<file path="src/rtl/multicycle_ctrl.sv">
// multicycle_ctrl: control FSM for a 16-bit multicycle datapath
//   in : clk, Clear_n (async active-low), opcode[3:0] (Instr[15:12]), zero, mem_ready, run
//   out: IRWrite, PCWrite, RegDst, RegWrite, ALU_src, MemRead, MemWrite, MemToReg,
//        PC_src[1:0], ALU_op[1:0], state[2:0], halted, illegal, instr_count[15:0]
module multicycle_ctrl (
   input  logic        clk,
   input  logic        Clear_n,
   input  logic [3:0]  opcode,
   input  logic        zero,
   input  logic        mem_ready,
   input  logic        run,
   output logic        IRWrite,
   output logic        PCWrite,
   output logic        RegDst,
   output logic        RegWrite,
   output logic        ALU_src,
   output logic        MemRead,
   output logic        MemWrite,
   output logic        MemToReg,
   output logic [1:0]  PC_src,
   output logic [1:0]  ALU_op,
   output logic [2:0]  state,
   output logic        halted,
   output logic        illegal,
   output logic [15:0] instr_count
);
   typedef enum logic [2:0] {
      FETCH  = 3'd0,
      DECODE = 3'd1,
      EXEC   = 3'd2,
      MEM    = 3'd3,
      WB     = 3'd4,
      HALT   = 3'd5,
      ERR    = 3'd6
   } state_t;
   localparam logic [3:0] OP_R    = 4'h0;
   localparam logic [3:0] OP_ADDI = 4'h1;
   localparam logic [3:0] OP_LW   = 4'h2;
   localparam logic [3:0] OP_SW   = 4'h3;
   localparam logic [3:0] OP_BEQ  = 4'h4;
   localparam logic [3:0] OP_J    = 4'h5;
   localparam logic [3:0] OP_HALT = 4'hF;
   state_t      state_q, state_d;
   logic [3:0]  op_q, op_d;
   logic [7:0]  wcnt_q, wcnt_d;
   logic [15:0] cnt_q, cnt_d;
   logic        en_q;
   logic        retire;
   // en_q holds all strobes low and freezes the FSM until the first clock edge after reset release
   always_ff @(posedge clk or negedge Clear_n) begin
      if (!Clear_n) begin
         state_q <= FETCH;
         op_q    <= '0;
         wcnt_q  <= '0;
         cnt_q   <= '0;
         en_q    <= 1'b0;
      end else begin
         state_q <= state_d;
         op_q    <= op_d;
         wcnt_q  <= wcnt_d;
         cnt_q   <= cnt_d;
         en_q    <= 1'b1;
      end
   end
   always_comb begin
      state_d  = state_q;
      op_d     = op_q;
      IRWrite  = 1'b0;
      PCWrite  = 1'b0;
      RegDst   = 1'b0;
      RegWrite = 1'b0;
      ALU_src  = 1'b0;
      MemRead  = 1'b0;
      MemWrite = 1'b0;
      MemToReg = 1'b0;
      PC_src   = 2'b00;
      ALU_op   = 2'b00;
      if (en_q) begin
         case (state_q)
            FETCH: begin
               MemRead = 1'b1;
               IRWrite = mem_ready;
               PCWrite = mem_ready;
               state_d = mem_ready ? DECODE : (wcnt_q == 8'hFF) ? ERR : FETCH;
            end
            DECODE: begin
               op_d    = opcode;
               state_d = (opcode == OP_HALT) ? HALT : (opcode <= OP_J) ? EXEC : ERR;
            end
            EXEC: begin
               case (op_q)
                  OP_R: begin
                     ALU_op  = 2'b10;
                     state_d = WB;
                  end
                  OP_ADDI: begin
                     ALU_src = 1'b1;
                     state_d = WB;
                  end
                  OP_LW, OP_SW: begin
                     ALU_src = 1'b1;
                     state_d = MEM;
                  end
                  OP_BEQ: begin
                     ALU_op  = 2'b01;
                     PC_src  = 2'b01;
                     PCWrite = zero;
                     state_d = FETCH;
                  end
                  OP_J: begin
                     PCWrite = 1'b1;
                     PC_src  = 2'b10;
                     state_d = FETCH;
                  end
                  default: state_d = ERR;
               endcase
            end
            MEM: begin
               MemRead  = (op_q == OP_LW);
               MemWrite = (op_q == OP_SW);
               state_d  = mem_ready ? ((op_q == OP_LW) ? WB : FETCH) : (wcnt_q == 8'hFF) ? ERR : MEM;
            end
            WB: begin
               RegWrite = 1'b1;
               RegDst   = (op_q == OP_R);
               MemToReg = (op_q == OP_LW);
               state_d  = FETCH;
            end
            HALT:    state_d = run ? FETCH : HALT;
            ERR:     state_d = ERR;
            default: state_d = ERR;
         endcase
      end
   end
   // staying in FETCH/MEM implies mem_ready was low, so any non-transition there is a wait cycle
   assign wcnt_d = (state_d != state_q) ? 8'd0
                 : wcnt_q + {7'd0, en_q && (state_q == FETCH || state_q == MEM)};
   assign retire = (state_d == FETCH) && (state_q == EXEC || state_q == MEM || state_q == WB);
   assign cnt_d  = cnt_q + {15'd0, retire};
   assign state       = state_q;
   assign halted      = (state_q == HALT);
   assign illegal     = (state_q == ERR);
   assign instr_count = cnt_q;
endmodule

</file>
<file path="config.mk">
export PLATFORM = sky130hd
export DESIGN_NAME = multicycle_ctrl
export DESIGN_NICKNAME = d
export VERILOG_FILES = /design/src/rtl/multicycle_ctrl.sv
export SDC_FILE = /design/constraint.sdc
export NUM_CORES = 1
export LEC_CHECK = 0
export ABC_AREA = 1
export CORE_AREA = 10 10 60 99
export DETAILED_ROUTE_END_ITERATION = 8
export DIE_AREA = 0 0 70 109
export HOLD_SLACK_MARGIN = 0.12
export PLACE_DENSITY_LB_ADDON = 0.08
export SLEW_MARGIN = 0
export SYNTH_ARGS = -nofsm -noshare
export SYNTH_HDL_FRONTEND = slang
export SYNTH_SLANG_ARGS = --single-unit
</file>
<file path="constraint.sdc">
create_clock -name clk -period 2.3 [get_ports clk]
set_input_delay 0.46 -clock clk [delete_from_list [all_inputs] [get_ports clk]]
set_output_delay 0.46 -clock clk [all_outputs]
set_load 0.02 [all_outputs]
</file>
==> summary.txt, run 1 <==
die height: 109 um
final setup margin: -469.4 ps
I/O pin total: 42
Internal: 1.711 mW
synthesized instance count: 235
clk sinks: 32
Switching Share: 0.4197
starting density of the core: 0.4366
Fill cells: 360
die width: 70 um
layout cells sized above 1: 0.3947
initial antenna violation count: 0
worst-skew pair later-pin latency: 280 ps
area delta synth->final: 59.24%
Yosys Warn Count: 0
worst hold margin: 475.4 ps
Pre-antenna DRT Iters: 4
RSZ-0062 raised after global routing: true
DRC Markers: 0
final-report max-slew violation count: 0
Rel. slew slack: 0.6441
most used cell, CP: nand2_2
Critical Path RT: 2470 ps
Antenna Nets Post-Route: 0
sw power: 1.238 mW
Critical Path AT: 2940 ps
Yosys top cell area share: 0.4241
leak pwr: 1.514 nW
Hold Vio Cnt, Final: 0
largest net degree at the start of global routing: 23
hold-fix buffers at CTS: 0
die area: 0.007630 sq mm
placed inst area: 0.002683 sq mm
vias in the first global route: 2069
ant diodes: 0
Max Clock Skew: 4.794 ps
Finished Layout Cells: 393
Power per Cell Area: 980.8 mW/mm^2
cell total after placement: 364
most frequent cells in the layout: buf_4 (58), nand2_1 (36), nor2_1 (29), dfrtp_1 (29), inv_1 (24)
Initial DRC Count: 54
most common cell after layout, fill and taps aside: buf_4
final global-route overflow total: 0
PnR Total Power: 2.949 mW
Peak VDD IR: 0.0007970 V
synthesized cell area: 0.001888 sq mm
violated checks: setup timing
post-synthesis sequential area ratio: 0.4241
CP Capture Type: register
Clock power frac: 0.149
max frequency: 361.1 MHz
CP Max Fanout: 5
Slowest-stage cell, CP: dfrtp_2
Tot GR Track Use: 0.1407
worst hold path class: reg2reg
routability cong.: 0.8449
global-route wire length before repair: 8956 um
Synth area leaders: dfrtp_1 (42%), nand2_1 (8.3%), nor2_1 (7.0%)
Logic pwr share: 0.555
Worst path max stage delay: 430 ps
vias per cell: 4.840
Num CTS Buffers: 5
TritonCTS clock tree: built
Core Area: 0.004324 sq mm
Placement Rows: 32
clock-pin slew on the worst setup and hold paths: 70 ps
maximum clock insertion buffer count: 2
synthesized area per cell: 8.034 sq um
WL/cell: 13.63 um
max-cap viol count: 0
Distinct cells, synth: 30
clock root cell: clkbuf_8
total wire length: 5355 um
vias: 1902
largest area contributor in the netlist: dfrtp_1
# nets final: 354
Worst-Margin Slew: 532.2 ps
synthesized flop and latch total: 32
H-tree Lvls: 2
Flop pwr share: 0.296
Final min period: 2769 ps
Crit Path Class: reg2reg
final non-filler cell area: 0.003007 sq mm
Detail Placement HPWL: 4065 um
status: finished with violations
number of buffers added on ports: 41
CP startpoint kind: register
final-report setup violation count: 12
Cell Chain, Critical Path: buf_12 -> nand2_4 -> nor2_4 -> nand2_2 -> nand2_2 -> nor2_2 -> nand2_1 -> nand2_2 -> inv_2 -> nor3_2 -> ha_2 -> buf_4 -> nand3_2 -> nor2_4 -> nand4_1 -> or2_1 -> buf_4 -> xor2_1
Syn Nets: 248
part of the cycle the worst path needs: 1.204
## critical path, delay by kind of cell (launching register included)
kind          cells  cell delay (ps)
xor+xnor          1              130
simple gates     12             1390
flops             1              430
fa+ha+maj         1              240
buf+inv           4              440
## logic make-up (layout without fill, tap and decap cells)
family                   after synthesis  in the layout  synth area share
XOR/XNOR                              18             18           0.08350
flip-flops                            32             32            0.4241
adder cells (fa/ha/maj)                4              4           0.02651
buffers and inverters                 35            142           0.08350
multiplexers                           1              1          0.005964
other                                  1              1          0.001986
AND/OR/NAND/NOR                      132            132            0.3393
AO/OA/AOI/OAI                         12             12           0.03513
## area by class of cell
class                   count  area, sq um  area share
multi-input cells         168         1067      0.3550
repair buffers            103        857.1      0.2851
flip-flops and latches     32        804.5      0.2676
inverters                  31        121.4     0.04037
clock buffers               6        82.58     0.02747
well taps                  51        63.81     0.02122
clock inverters             2        10.01    0.003329
## per-stage QoR
| stage | TNS, ps | setup WS (ps) | util |
|---|---|---|---|
| 2_1_floorplan | -1335 | -265.7 | - |
| 3_3_place_gp | -7556 | -832.3 | 0.6204 |
| 3_5_place_dp | -9502 | -927.4 | 0.6204 |
| 4_1_cts | -3285 | -498.2 | 0.6782 |
| 5_1_grt | -6168 | -666.3 | 0.6953 |
| 6_report | -3643 | -469.4 | 0.6953 |
## synth_stat cells (all sizes together)
cell and instances:
mux2 1, dfrtp 32, nor3 9, or2 1, nand4 5, nor4 3, ha 4, o21a 1
nand2 49, xnor2 3, nor2 43, buf 4, conb 1, xor2 15, inv 31, a21oi 6
o21ai 4, and3 2, nor3b 1, nand3 19, a31o 1
## path summary, 6_finish.rpt
kind                              endpoint            start  cells past startpoint  slack (ps)
setup / recovery            instr_count[9]         state[1]                     18        -470
hold reg to reg            instr_count[15]  instr_count[15]                      1         480
setup reg to reg            instr_count[9]         state[1]                     18        -470
hold / removal             instr_count[15]  instr_count[15]                      1         480
min in group asynchronous   instr_count[2]          Clear_n                      1         530
max in group asynchronous  instr_count[13]          Clear_n                      2        1260
## state kept, by name, indices dropped and copies added, names as in the netlist
name / count
state: 3
wcnt_q: 8
en_q: 1
op_q: 4
instr_count: 16
## per-layer routing
layer  wire (um)  track usage  vias up
li1            -            -      955
met3         276      0.03185       22
met5           0            0        -
met4         328      0.09773        0
met2        3000       0.2789       49
met1        1750       0.1186      876
## what timing repair did
action                     4_1_cts  5_1_grt
setup endpoints to repair       24       31
gates resized for setup         35       42
pin swaps                       17       16
buffers inserted                17        5
## power groups by stage
stage / clock network, mW / registers, mW / logic [mW]
floorplan: 0 / 0.897 / 0.717
global placement: 0 / 0.893 / 1.33
detailed placement: 0 / 0.893 / 1.35
CTS: 0.454 / 0.858 / 1.53
global route: 0.477 / 0.891 / 1.80
finish: 0.440 / 0.872 / 1.64
(Power assumes the default switching activity.)
==> run 2, diff against run 1 <==
Settings changed: SLEW_MARGIN 0 to not set.
==> results of run 2 <==
The final DEF is identical to that of run 1; final timing and power are the same.
==> run 3, diff against run 2 <==
Settings changed: CORE_AREA 10 10 60 99 to 5 5 55 94, DIE_AREA 0 0 70 109 to 0 0 60 99.
==> run 3 against run 2 <==
Compared with the run above: the flow still finishes with violations (setup timing); power grew 8.3%; via count rose by 3.1%; core utilization is 1.5 points higher; critical path type unchanged.
==> summary.txt, run 3 (synthesis results as in run 1) <==
final non-filler cell area: 0.003070 sq mm (+2.1%)
most common cell after layout, fill and taps aside: buf_4
number of buffers added on ports: 41 (unchanged)
# nets final: 355 (+0.28%)
die area: 0.005940 sq mm (-22%)
maximum clock insertion buffer count: 2 (unchanged)
final-report max-slew violation count: 0 (unchanged)
part of the cycle the worst path needs: 1.175 (-0.02878)
worst-skew pair later-pin latency: 280 ps (about the same)
Pre-antenna DRT Iters: 4 (unchanged)
r2r endpoint: instr_count[10]
worst hold path class: reg2reg
Peak VDD IR: 0.0009192 V (+15%)
vias: 1961 (+3.1%)
Final min period: 2703 ps (-66.18 ps)
Initial DRC Count: 59 (+9.3%)
Critical R2R Launch: state[1]
Cell Chain, Critical Path: buf_12 -> inv_2 -> nor2_1 -> nand3_1 -> nand2_2 -> nor2_4 -> nand2_2 -> nand2_2 -> inv_2 -> nor3_2 -> ha_2 -> ha_4 -> nand3_4 -> nor3_4 -> nand2_1 -> nor2_2 -> nand3_2 -> buf_4 -> xor2_1
DRC Markers: 0 (unchanged)
max-cap viol count: 0 (unchanged)
CP startpoint kind: register
Placement Rows: 32 (unchanged)
initial antenna violation count: 0 (unchanged)
Slowest-stage cell, CP: dfrtp_2
clk sinks: 32 (unchanged)
WL/cell: 13.71 um (+0.60%)
hold path cells: 1 (unchanged)
leak pwr: 1.547 nW (+2.2%)
hold-fix buffers at CTS: 0 (unchanged)
Final Util: 0.7101 (+0.01476)
total wire length: 5401 um (+0.86%)
die width: 60 um (-14%)
I/O pin total: 42 (unchanged)
Worst path max stage delay: 420 ps (about the same)
global-route wire length before repair: 8500 um (-5.1%)
most used cell, CP: nand2_2
status: finished with violations
max reg flops: 16 (unchanged)
violated checks: setup timing
worst slack, placed: -830.9 ps (+96.57 ps)
Tot GR Track Use: 0.1879 (+0.04719)
Critical Path AT: 2880 ps (-60 ps)
CP Max Fanout: 5 (unchanged)
routability cong.: 0.8864 (+4.9%)
TritonCTS clock tree: built
ant diodes: 0 (unchanged)
area delta synth->final: 62.62%
Critical Path RT: 2470 ps (about the same)
Power per Cell Area: 1040 mW/mm^2 (+6.0%)
die height: 99 um (-9.2%)
min-delay src: instr_count[15]
Hold Crit Endpoint: instr_count[15]
vias per cell: 4.977 (+2.8%)
final setup margin: -403.2 ps (+66.18 ps)
RSZ-0062 raised after global routing: true
Num CTS Buffers: 5 (unchanged)
Core Area: 0.004324 sq mm (unchanged)
flop-to-flop setup slack: -400 ps (+70 ps)
final-report setup violation count: 20 (+8)
H-tree Lvls: 2 (unchanged)
Antenna Nets Post-Route: 0 (unchanged)
starting density of the core: 0.4366 (unchanged)
largest net degree at the start of global routing: 33 (+43%)
CP Capture Type: register
layout cells sized above 1: 0.4198 (+0.02509)
logic depth of the worst register-to-register path: 19 (+1)
Hold Vio Cnt, Final: 0 (unchanged)
final global-route overflow total: 0 (unchanged)
max frequency: 369.9 MHz (+2.4%)
Detail Placement HPWL: 3735 um (-8.1%)
Max Clock Skew: 4.779 ps (-0.01413 ps)
vias in the first global route: 2008 (-2.9%)
most frequent cells in the layout: buf_4 (62), nand2_1 (34), dfrtp_1 (29), inv_1 (24)
clock root cell: clkbuf_8
placed inst area: 0.002648 sq mm (-1.3%)
clock-pin slew on the worst setup and hold paths: 70 ps (about the same)
Crit Path Class: reg2reg
## run 3: layout make-up
type	instances	area, sq um
clock inverter	1	30.03
timing repair buffer	104	853.3
clock buffer	7	96.34
tap	51	63.81
fill	353	1254
sequential	32	804.5
multi-input combinational	168	1104
inverter	31	118.9
## run 3: worst max path at each step
stage                     slack (ps)               to  depth (start not counted)       from
final                           -400  instr_count[10]                         19   state[1]
after detailed placement        -830  instr_count[14]                         20  opcode[1]
after floorplan                 -270  instr_count[12]                         18   state[0]
after CTS                       -470  instr_count[14]                         17   state[0]
after global routing            -620  instr_count[14]                         19   state[1]
after global placement          -810  instr_count[14]                         20  opcode[1]
## run 3: timing repair
item                                    in CTS  in global routing
gates resized for setup                     34                 52
endpoints found under the setup margin      24                 30
buffers inserted                            15                 12
hold endpoints to repair                     0                  0
pin swaps                                   18                 19
## run 3: metal layers
| layer | routed length, um | GRT usage | vias up |
|---|---|---|---|
| met3 | 214 | 0.03408 | 25 |
| met1 | 1782 | 0.1778 | 926 |
| li1 | - | - | 954 |
| met5 | 0 | 0 | - |
| met4 | 324 | 0.1263 | 0 |
| met2 | 3079 | 0.3425 | 56 |
## run 3: stage by stage
step	setup TNS [ps]	total power [mW]	instances	hold WS [ps]
floorplan	-1335	1.614	235	164.4
global placement	-7329	2.221	361	476.0
detailed placement	-7789	2.235	361	489.6
CTS	-3137	2.900	383	499.1
global route	-6275	3.402	394	529.2
finish	-3563	3.193	394	490.6
## run 3: where the power goes
group,total (mW),internal (mW),switching [mW]
logic,1.73,0.826,0.908
registers,0.866,0.690,0.176
clock network,0.592,0.382,0.210
## run 3: worst max-delay path: cells and delay by family (launching register included)
family	cells	cell delay, ps
buffers and inverters	4	380
DFF	1	420
adders and majority gates	2	390
xor gates and xnor gates	1	130
and+or+nand+nor	12	1270
==> edit: new RTL, settings of run 1 <==
Put one more register stage on the output `instr_count`. The value now appears one clock later. The other outputs are not delayed to match.
--- a/src/rtl/multicycle_ctrl.sv
+++ b/src/rtl/multicycle_ctrl.sv
@@ -140,6 +140,8 @@
    assign state       = state_q;
    assign halted      = (state_q == HALT);
    assign illegal     = (state_q == ERR);
-   assign instr_count = cnt_q;
+   always_ff @(posedge clk) begin
+      instr_count <= cnt_q;
+   end
 endmodule
 
Check against the original RTL: not equivalent (a bounded check fails within 10 cycles, from zero or initial values).
==> edit against run 1 <==
The flow still finishes with violations (negative setup slack); sequential cell count is 16 higher; combinational power is 5% lower; final area is 10% higher; synthesized area is 17% higher; cell count is 3.6% higher; total power is 11% higher; wire length is 6.5% higher; sequential power is 40% higher; via count is 6.4% higher; worst setup slack better by 0.13 ns; critical endpoint is now cnt_q[10]$_DFF_PN0_.
==> edit: results (changes against run 1) <==
share of the synthesized area in compound gates (AO/OA/AOI/OAI)=3.00% (-0.51 points); Total Routing Usage GR=14.7% (+0.60 points); parity-gate share of the synthesized area counting xor and xnor cells=7.14% (-1.2 points); ranking of synthesized cells by instance count=nand2_1, nor2_1, dfrtp_1; Worst setup startpoint=opcode[1]; met2 global-route usage=28.2% (+0.26 points); slack of the critical path=-0.336 ns (+0.134 ns); detailed-route via count=2023 (+6.4%); first-pass GRT wire length=9.18 mm (+2.5%); Clock Path Buffers=2 (unchanged); standard cell with the maximum stage delay on the critical path=dlygate4sd2_1; Adder-Cell Fraction of Synth Area=2.27% (-0.38 points); capture point of the worst path=cnt_q[10]$_DFF_PN0_; peak fanout along the critical path=3 (-2); met1 track demand over resource in global routing=13.8% (+2.0 points); Reg2Reg Setup Slack=-0.32 ns (+0.15 ns); critical path's largest stage delay=0.25 ns (-0.18 ns); Filler Cell Count=309 (-14%); nets in the synthesized netlist=264 (+6.5%); share of post-route cells with drive strength above 1=38.5% (-0.99 points); leading post-synthesis cells by cell area=dfrtp_1, dfxtp_1, nand2_1, nor2_1, xor2_1; max-slew violations=0 (unchanged); failing checks=negative setup slack; number of port buffers=41 (unchanged); end point of the worst hold path=instr_count[0]$_DFF_P_; primary flip-flop cell chosen by synthesis mapping=dfrtp_1; DP Wirelength=4.12 mm (+1.2%); area post-placement=2970 um2 (+11%); clk_skew=0.00740 ns (+0.00260 ns); source of the worst hold timing path=cnt_q[0]$_DFF_PN0_; cell count of the worst hold path=0 (-1); placed cells=377 (+3.6%); share of flip-flops with an asynchronous set or reset=66.7% (-33 points); vias per inst=4.97 (+2.7%); Peak supply drop=0.856 mV (+7.4%); pin count of the biggest net entering global routing=33 (+43%); average wire per standard cell=14.0 um (+2.8%); endpoints failing setup=9 (-3); sequential cell area fraction in the yosys report=50.8% (+8.4 points); startpoint of the worst register-to-register path=op_q[2]$_DFFE_PN0P_; number of nets in the finished design=368 (+4.0%); multiplexer share of the synthesized area=0.510% (-0.087 points); met3 usage=3.00% (-0.18 points); outcome=finished with violations; count of distinct cell types in the synthesized netlist=31 (+3.3%); gp weighted congestion=0.865 (+2.4%); worst-case reg-to-reg path depth=17 (-1); synthesized instance count=251 (+6.8%); Arr. time, crit path=2.82 ns (-0.12 ns); violation count after the first detailed-route iteration=110 (+100%); standby leakage power=1.65 nW (+8.8%)
-- edit: power by group --
group          internal (mW)  switching (mW)  total [mW]
clock network          0.244           0.261       0.505
registers               1.02           0.202        1.22
logic                  0.736           0.824        1.56
-- edit: cell type report --
type                    instances  area (um2)  share of cell area [%]
flip-flops and latches         48        1130                    34.0
well taps                      51        63.8                    1.92
inverters                      31         121                    3.66
multi-input cells             168        1080                    32.5
clock buffers                   7        86.3                    2.60
clock inverters                 1        7.51                   0.226
repair buffers                101         832                    25.1
-- edit: stage by stage --
stage          worst slack [ns]  hold slack (ns)  power [mW]  TNS [ns]
2_1_floorplan            -0.247            0.164        1.96     -1.19
4_1_cts                  -0.471            0.403        3.22     -4.36
5_1_grt                  -0.550            0.425        3.52     -4.27
6_report                 -0.336            0.401        3.29     -2.00
3_5_place_dp             -0.926            0.386        2.60     -8.53
3_3_place_gp             -0.820            0.386        2.58     -7.37
-- edit: what timing repair did --
action / in CTS / in global routing
gates resized for setup: 38 / 46
setup buffers: 22 / 3
pin swaps: 18 / 27
endpoints found under the setup margin: 23 / 32
-- edit: routing by layer --
layer  wire length, um  vias to the layer above  share of wire, %
met3               203                       17               3.6
met5                 0                        -                 0
met4               270                        0               4.7
li1                  -                      993                 -
met1              1990                      962                35
met2              3240                       51                57
-- edit: kinds of logic (layout without fill, tap and decap cells) --
logic type,after synthesis,count (layout)
multiplexers,1,1
AND/OR/NAND/NOR,132,132
AO/OA/AOI/OAI,12,12
flip-flops,48,48
XOR/XNOR,18,18
other,1,1
buffers and inverters,35,140
adder cells (fa/ha/maj),4,4
